$ cat config.mk
export PLATFORM = sky130hd
export DESIGN_NAME = i2s_rx_frame_ctrl
export DESIGN_NICKNAME = d
export VERILOG_FILES = /design/src/rtl/i2s_rx_frame_ctrl.sv
export SDC_FILE = /design/constraint.sdc
export NUM_CORES = 1
export LEC_CHECK = 0
export ABC_CLOCK_PERIOD_IN_PS = 6200
export BUFFER_PORTS_ARGS = -buffer_cell sky130_fd_sc_hd__buf_4
export CAP_MARGIN = 25
export CORE_MARGIN = 3
export CORE_UTILIZATION = 26
export DETAILED_ROUTE_END_ITERATION = 12
export SLEW_MARGIN = 30
export SYNTH_ARGS = -nofsm -noshare
export SYNTH_HDL_FRONTEND = slang
export SYNTH_SLANG_ARGS = --single-unit
$ cat constraint.sdc
create_clock -name clk_i -period 6.2 [get_ports clk_i]
set_input_delay 1.24 -clock clk_i [delete_from_list [all_inputs] [get_ports clk_i]]
set_output_delay 1.24 -clock clk_i [all_outputs]
set_load 0.01 [all_outputs]
$ cat src/rtl/i2s_rx_frame_ctrl.sv
// i2s_rx_frame_ctrl: I2S receive frame sequencer delivering stereo sample pairs on valid/ready.
// Define I2S_RX_LJ_EN to add lj_i (left-justified timing, no 1-bit WS delay).
module i2s_rx_frame_ctrl #(
   parameter int DATA_W  = 24,
   parameter int CNT_RES = 5
) (
   input  logic              clk_i,
   input  logic              rst_ni,
   input  logic              en_i,
   input  logic              sck_i,
   input  logic              ws_i,
   input  logic              sd_i,
`ifdef I2S_RX_LJ_EN
   input  logic              lj_i,
`endif
   output logic [DATA_W-1:0] data_l_o,
   output logic [DATA_W-1:0] data_r_o,
   output logic              valid_o,
   input  logic              ready_i,
   output logic              ovf_o,
   input  logic              clr_ovf_i,
   output logic              busy_o
);
   typedef enum logic [1:0] {ALIGN, SHIFT, HOLD} state_t;
   state_t state, state_nx;
   logic [2:0] sck_s;
   logic [1:0] ws_s, sd_s;
   logic ws_prev, chan, lj, sck_rise, ws_edge, new_slot, latch, complete;
   logic [CNT_RES-1:0] cnt;
   logic [DATA_W-1:0] sreg, sh, word, word_l;
`ifdef I2S_RX_LJ_EN
   assign lj = lj_i;
`else
   assign lj = 1'b0;
`endif
   assign sck_rise = sck_s[1] & ~sck_s[2];
   assign ws_edge  = sck_rise & (ws_s[1] != ws_prev);
   assign sh       = {sreg[DATA_W-2:0], sd_s[1]};
   // ALIGN only leaves on a falling WS edge, so every pair starts with a left slot
   assign new_slot = en_i & ws_edge & ((state != ALIGN) | ~ws_s[1]);
   assign latch    = en_i & sck_rise & (state == SHIFT) & (ws_edge | (cnt == CNT_RES'(DATA_W - 1)));
   assign complete = latch & chan;
   // MSB-align short words; in LJ mode the edge bit already belongs to the next slot
   assign word = (ws_edge & lj) ? sreg << (DATA_W - int'(cnt)) : sh << (DATA_W - 1 - int'(cnt));
   always_ff @(posedge clk_i or negedge rst_ni)
      if (!rst_ni) state <= ALIGN;
      else state <= state_nx;
   always_comb
      state_nx = !en_i ? ALIGN : new_slot ? SHIFT : latch ? HOLD : state;
   always_comb
      busy_o = (state != ALIGN);
   always_ff @(posedge clk_i or negedge rst_ni)
      if (!rst_ni) begin
         sck_s   <= '0;
         ws_s    <= '0;
         sd_s    <= '0;
         ws_prev <= 1'b0;
         chan    <= 1'b0;
         cnt     <= '0;
         sreg    <= '0;
         word_l  <= '0;
      end else begin
         sck_s <= {sck_s[1:0], sck_i};
         ws_s  <= {ws_s[0], ws_i};
         sd_s  <= {sd_s[0], sd_i};
         if (sck_rise) ws_prev <= ws_s[1];
         if (sck_rise & en_i) sreg <= sh;
         if (latch & ~chan) word_l <= word;
         if (new_slot) chan <= ws_s[1];
         if (!en_i) cnt <= '0;
         else if (new_slot) cnt <= lj ? CNT_RES'(1) : '0;
         else if (sck_rise & (state != ALIGN) & ~&cnt) cnt <= cnt + CNT_RES'(1);
      end
   always_ff @(posedge clk_i or negedge rst_ni)
      if (!rst_ni) begin
         data_l_o <= '0;
         data_r_o <= '0;
         valid_o  <= 1'b0;
         ovf_o    <= 1'b0;
      end else begin
         if (complete & ~(valid_o & ~ready_i)) begin
            data_l_o <= word_l;
            data_r_o <= word;
            valid_o  <= 1'b1;
         end else if (valid_o & ready_i) valid_o <= 1'b0;
         if (complete & valid_o & ~ready_i) ovf_o <= 1'b1;
         else if (clr_ovf_i) ovf_o <= 1'b0;
      end
endmodule

# [Yosys cells after proc, flatten, opt, wreduce, memory -nomap -nowiden]
# Index checks and enable logic that the tools add are counted.
[word_totals] wordCells=59 input_bits=8 reg_bits=113
[op_classes] bitwise_logic=23 eq_ne=5 reduce_logical=5 mux=10 addsub=2 shift=1
[op_table] operator="<< shifter 24 x 32 -> 24 bit" n=1
[op_table] operator="AND 1 bit" n=16
[op_table] operator="two-way mux 5 bit" n=3
[op_table] operator="two-way mux 2 bit" n=3
[op_table] operator="inequality test 3 x 1 -> 1 bit (second input constant)" n=2
[op_table] operator="nonzero test 2 bit" n=3
[op_table] operator="subtractor 5 x 5 -> 6 bit (first input constant)" n=1
[op_table] operator="adder 5 x 1 -> 5 bit (second input constant)" n=1
[op_table] operator="equality test 5 bit (second input constant)" n=1
[op_table] operator="inverter 1 bit" n=5
[op_table] operator="AND reduction 5 bit" n=1
[op_table] operator="two-way mux 1 bit" n=4
[op_table] operator="equality test 2 x 1 -> 1 bit (second input constant)" n=1
[op_table] operator="OR 1 bit" n=2
[op_table] operator="logical NOT 1 bit" n=1
[op_table] operator="inequality test 1 bit" n=1

# [Depth between registers and ports, before layout]
[depth] word_depth=9 depth_mapped=10 ltp_nobuf=7

# [Least setup slack after synthesis]
# OpenSTA, ideal clock, no wires.
[synth_timing] path_kind="input -> register" startpoint="input en_i" endpoint="register data_l_o[0]" path_buffers=2 setup_time_ns=0.117 slack_ns=3.669 arrival_ns=2.414 required_ns=6.083 path_stages=7 cell_sequence="nand2_1 > a2111oi_4 > nand3_1 > clkbuf_1 > buf_2 > nand2_1 > nand2_1"
[synth_between] elab_chain_cells=5
[synth_rtl] item="start, declared" line_no="9" rtl="input logic en_i,"
[synth_rtl] item="AND 1 bit (3 in series)" line_no="41" rtl="assign latch = en_i & sck_rise & (state == SHIFT) & (ws_edge | (cnt == CNT_RES'(DATA_W - 1)));"
[synth_rtl] item="AND 1 bit" line_no="42" rtl="assign complete = latch & chan;"
[synth_rtl] item="AND 1 bit" line_no="81" rtl="if (complete & ~(valid_o & ~ready_i)) begin"
[synth_rtl] item="end signal, assigned" line_no="82" rtl="data_l_o <= word_l;"
[synth_rtl] item="end, declared" line_no="16" rtl="output logic [DATA_W-1:0] data_l_o,"
# No other way between the ends.
# A chain may end at the register's enable or synchronous reset.

# [Final worst setup path]
[layout_timing] startpoint="register cnt[3]" endpoint="register word_l[11]"
[layout_between] elab_chain_cells=4 word_cells_on_any_way=6 cone_classes="add/sub: 1; eq/ne: 1; shift: 1; bitwise: 3"
[layout_rtl] item="start, declared" line_no="29" rtl="logic [CNT_RES-1:0] cnt;"
[layout_rtl] item="start signal, assigned" line_no="71" rtl="else if (new_slot) cnt <= lj ? CNT_RES'(1) : '0;"
[layout_rtl] item="start signal, assigned" line_no="72" rtl="else if (sck_rise & (state != ALIGN) & ~&cnt) cnt <= cnt + CNT_RES'(1);"
[layout_rtl] item="parallel branches: the longest is 4 deep, another holds subtractor 5 x 5 -> 6 bit"
[layout_rtl] item="end signal, assigned" line_no="68" rtl="if (latch & ~chan) word_l <= word;"
[layout_rtl] item="end, declared" line_no="30" rtl="logic [DATA_W-1:0] sreg, sh, word, word_l;"
# Several ways; the timed one is not identified.

==> out/results.ini <==
[detailed_routing]
via_count = 4138
drc = 0
routed_wl_um = 13120
wl_per_cell_um = 15.13
vias_per_cell = 4.773
dr.pass1.iters = 5
drtIter0Drc = 314
postRouteAntennaNets = 0

[clocking]
clk_pin_slew_worst_paths_ns = 0.05
clk_path_buf_depth = 2
cts_resized = 0
clock_latency_ns = 0.41
cts_tree = built
cts_made_buffers = 17
clkSinkCount = 113
post-cts-setup-buffers = 0
cts.htree.levels = 4
holdBufCountCts = 0
root_buffer = clkbuf_16

[yosys]
synth-seq-cells = 113
synth.avg_cell_area_sq_um = 10.11
synthArstFlopShare = 1.000
synthDistinctLibCells = 50
yosysWarnings = 0
ys.flop_type = dfrtp_1
synth_enable_flop_cells = 0
syn_inst = 538
synthesis.area_sq_mm = 0.005440
yosysSeqAreaShare = 0.5198
syn-num-nets = 550

[setup_path]
worstSetupEndpointType = flip-flop
crit_type = reg2reg
crit_family = simple AND/OR/NAND/NOR gates
reg2reg_to = word_l[11]
crit_end = word_l[11]
path_buf_inv = 1
required_ns = 6.52
crit_path_start = cnt[3]
worst-r2r-cell-count = 7
path_depth = 7
reg2reg_from = cnt[3]
startpoint_type = flip-flop
reg2reg_slack_ns = 2.84
crit_chain = inv_2, ha_1, nand4_1, a2111oi_4, nor2b_1, nand2_1, o21ai_0
critPathMaxFanout = 19
slowest_delay_ns = 0.81
arrival_ns = 3.68
cp_slowest_cell = nor2b_1

[global_route]
grt-ovfl-total = 0
antenna_found_initial = 0
grt.total_usage = 0.1229
grt_pass1_vias = 3976
grt_max_degree = 63
grt_pass1_wl_um = 21730

[floorplanning]
die_h_um = 150.7
io_pins = 59
row_count = 52
start_util = 0.2671
dieWidth_um = 150.7
core_area_sq_mm = 0.02036
dieArea_sq_mm = 0.02270

[power_and_ir_drop]
sequentialPowerShare = 0.410
power.density_mw_per_mm2 = 299.9
switchingPower_w = 0.0004802
clkPwrFrac = 0.497
p_comb_frac = 0.094
p_leak_nw = 3.062
peakVddDrop_mv = 0.1797
p_sw_frac = 0.2384
power.internal_w = 0.001534

[sta]
hold_viol = 0
finClkSkew_ns = 0.008502
maxSlewHeadroom = 0.3682
setup_slack_ns = 2.844
tightest_slew_ns = 0.9454
final.period_utilization = 0.5412
maxSlewViolCount = 0
setup_violations = 0
fmax_mhz = 298.0
rsz0062_at_grt = false
fin_crit_ns = 3.356
whs_ns = 0.3455
tns_ns = 0

[final_layout]
areaGrowthSynthToFinish_pct = 23.46
fillers = 2078
antenna_cells = 0
num-nets-final = 598
instances_no_fill = 867
final_cell_mix = nand2_1, dfrtp_1, buf_4
drive_gt1_frac = 0.2211
mostFrequentLayoutCell = nand2_1

[place]
pre_cts_slack_ns = 2.762
io_buffers = 58
dp.cells = 837
place_congestion = 0.8745
dp_hpwl_um = 9068

[hold_path]
hold_class = reg2reg

[status]
status = finished clean

[job]
cap_violations = 0

registers in the layout (all words and copies together), names as in the netlist:
name	cells
data_l_o	24
data_r_o	24
word_l	24
sreg	23
cnt	5
sck_s	3
sd_s	2
state	2
ws_s	2
chan	1
ovf_o	1
valid_o	1
ws_prev	1
worst register-to-register path, delay by kind of cell, from the launching register on:
family                     cells  cell delay (ns)
AOI/OAI and AO/OA              2             0.90
adders and majority gates      1             0.19
buffers and inverters          1             0.29
DFF                            1             0.61
and+or+nand+nor                3             1.26
worst min path at each step:
stage                        start       end  slack [ns]  cells past startpoint
after detailed placement   sd_s[0]   sd_s[1]        0.33                      0
after CTS                  sd_s[0]   sd_s[1]        0.35                      0
final                      sd_s[0]   sd_s[1]        0.35                      0
after floorplan           sck_s[0]  sck_s[1]        0.33                      0
after global routing      sck_s[0]  sck_s[1]        0.36                      0
after global placement    sck_s[0]  sck_s[1]        0.34                      0
layout make-up:
class / count / area [sq um] / share of cell area
multi-input combinational: 389 / 2471 / 0.3679
sequential: 113 / 2828 / 0.4210
clock inverter: 11 / 163.9 / 0.02440
timing repair buffer: 61 / 457.9 / 0.06818
clock buffer: 19 / 442.9 / 0.06595
inverter: 4 / 15.01 / 0.002235
tap: 270 / 337.8 / 0.05030
power groups by stage:
| stage | Clock [W] | Combinational, W | Sequential (W) |
|---|---|---|---|
| after floorplan | 0 | 0.000128 | 0.000820 |
| after CTS | 0.00103 | 0.000189 | 0.000825 |
| after global routing | 0.00106 | 0.000207 | 0.000834 |
| after global placement | 0 | 0.000186 | 0.000836 |
| final | 0.00100 | 0.000189 | 0.000825 |
| after detailed placement | 0 | 0.000187 | 0.000837 |
synth_stat cells, drive strengths merged (4+ instances only):
library cell | instances | area (sq um)
a21oi | 5 | 25.02
a22o | 4 | 35.03
a22oi | 17 | 127.6
a31oi | 4 | 25.02
and3 | 6 | 37.54
buf | 17 | 85.07
clkbuf | 15 | 56.30
dfrtp | 113 | 2828
ha | 4 | 50.05
mux2 | 30 | 337.8
mux2i | 27 | 270.3
mux4 | 6 | 135.1
nand2 | 136 | 510.5
nand2b | 6 | 37.54
nand3 | 8 | 40.04
nor2 | 34 | 127.6
nor2b | 8 | 50.05
nor3 | 6 | 30.03
o21ai | 32 | 160.2
o22ai | 11 | 68.82
o31ai | 8 | 60.06
kinds of logic after synthesis:
kind of cell             share of synthesized area
AND/OR/NAND/NOR                             0.1663
flip-flops                                  0.5198
AO/OA/AOI/OAI                               0.1329
multiplexers                                0.1366
buffers and inverters                      0.02875
XOR/XNOR                                  0.006441
adder cells (fa/ha/maj)                   0.009200
stage by stage:
stage          total power, W    util  area [sq um]
2_1_floorplan       0.0009484       -          5440
3_5_place_dp         0.001024  0.3000          6110
3_3_place_gp         0.001023  0.2995          6100
4_1_cts              0.002043  0.3298          6716
5_1_grt              0.002105  0.3298          6716
6_report             0.002015  0.3298          6716
per-layer routing:
| layer | vias to the layer above | routed length, um | global-route usage |
|---|---|---|---|
| met5 | - | 0 | 0 |
| met1 | 1988 | 6282 | 0.1701 |
| met3 | 21 | 745 | 0.04124 |
| met4 | 0 | 288 | 0.05576 |
| li1 | 2009 | - | - |
| met2 | 120 | 5801 | 0.1734 |
(Power assumes the default switching activity.)
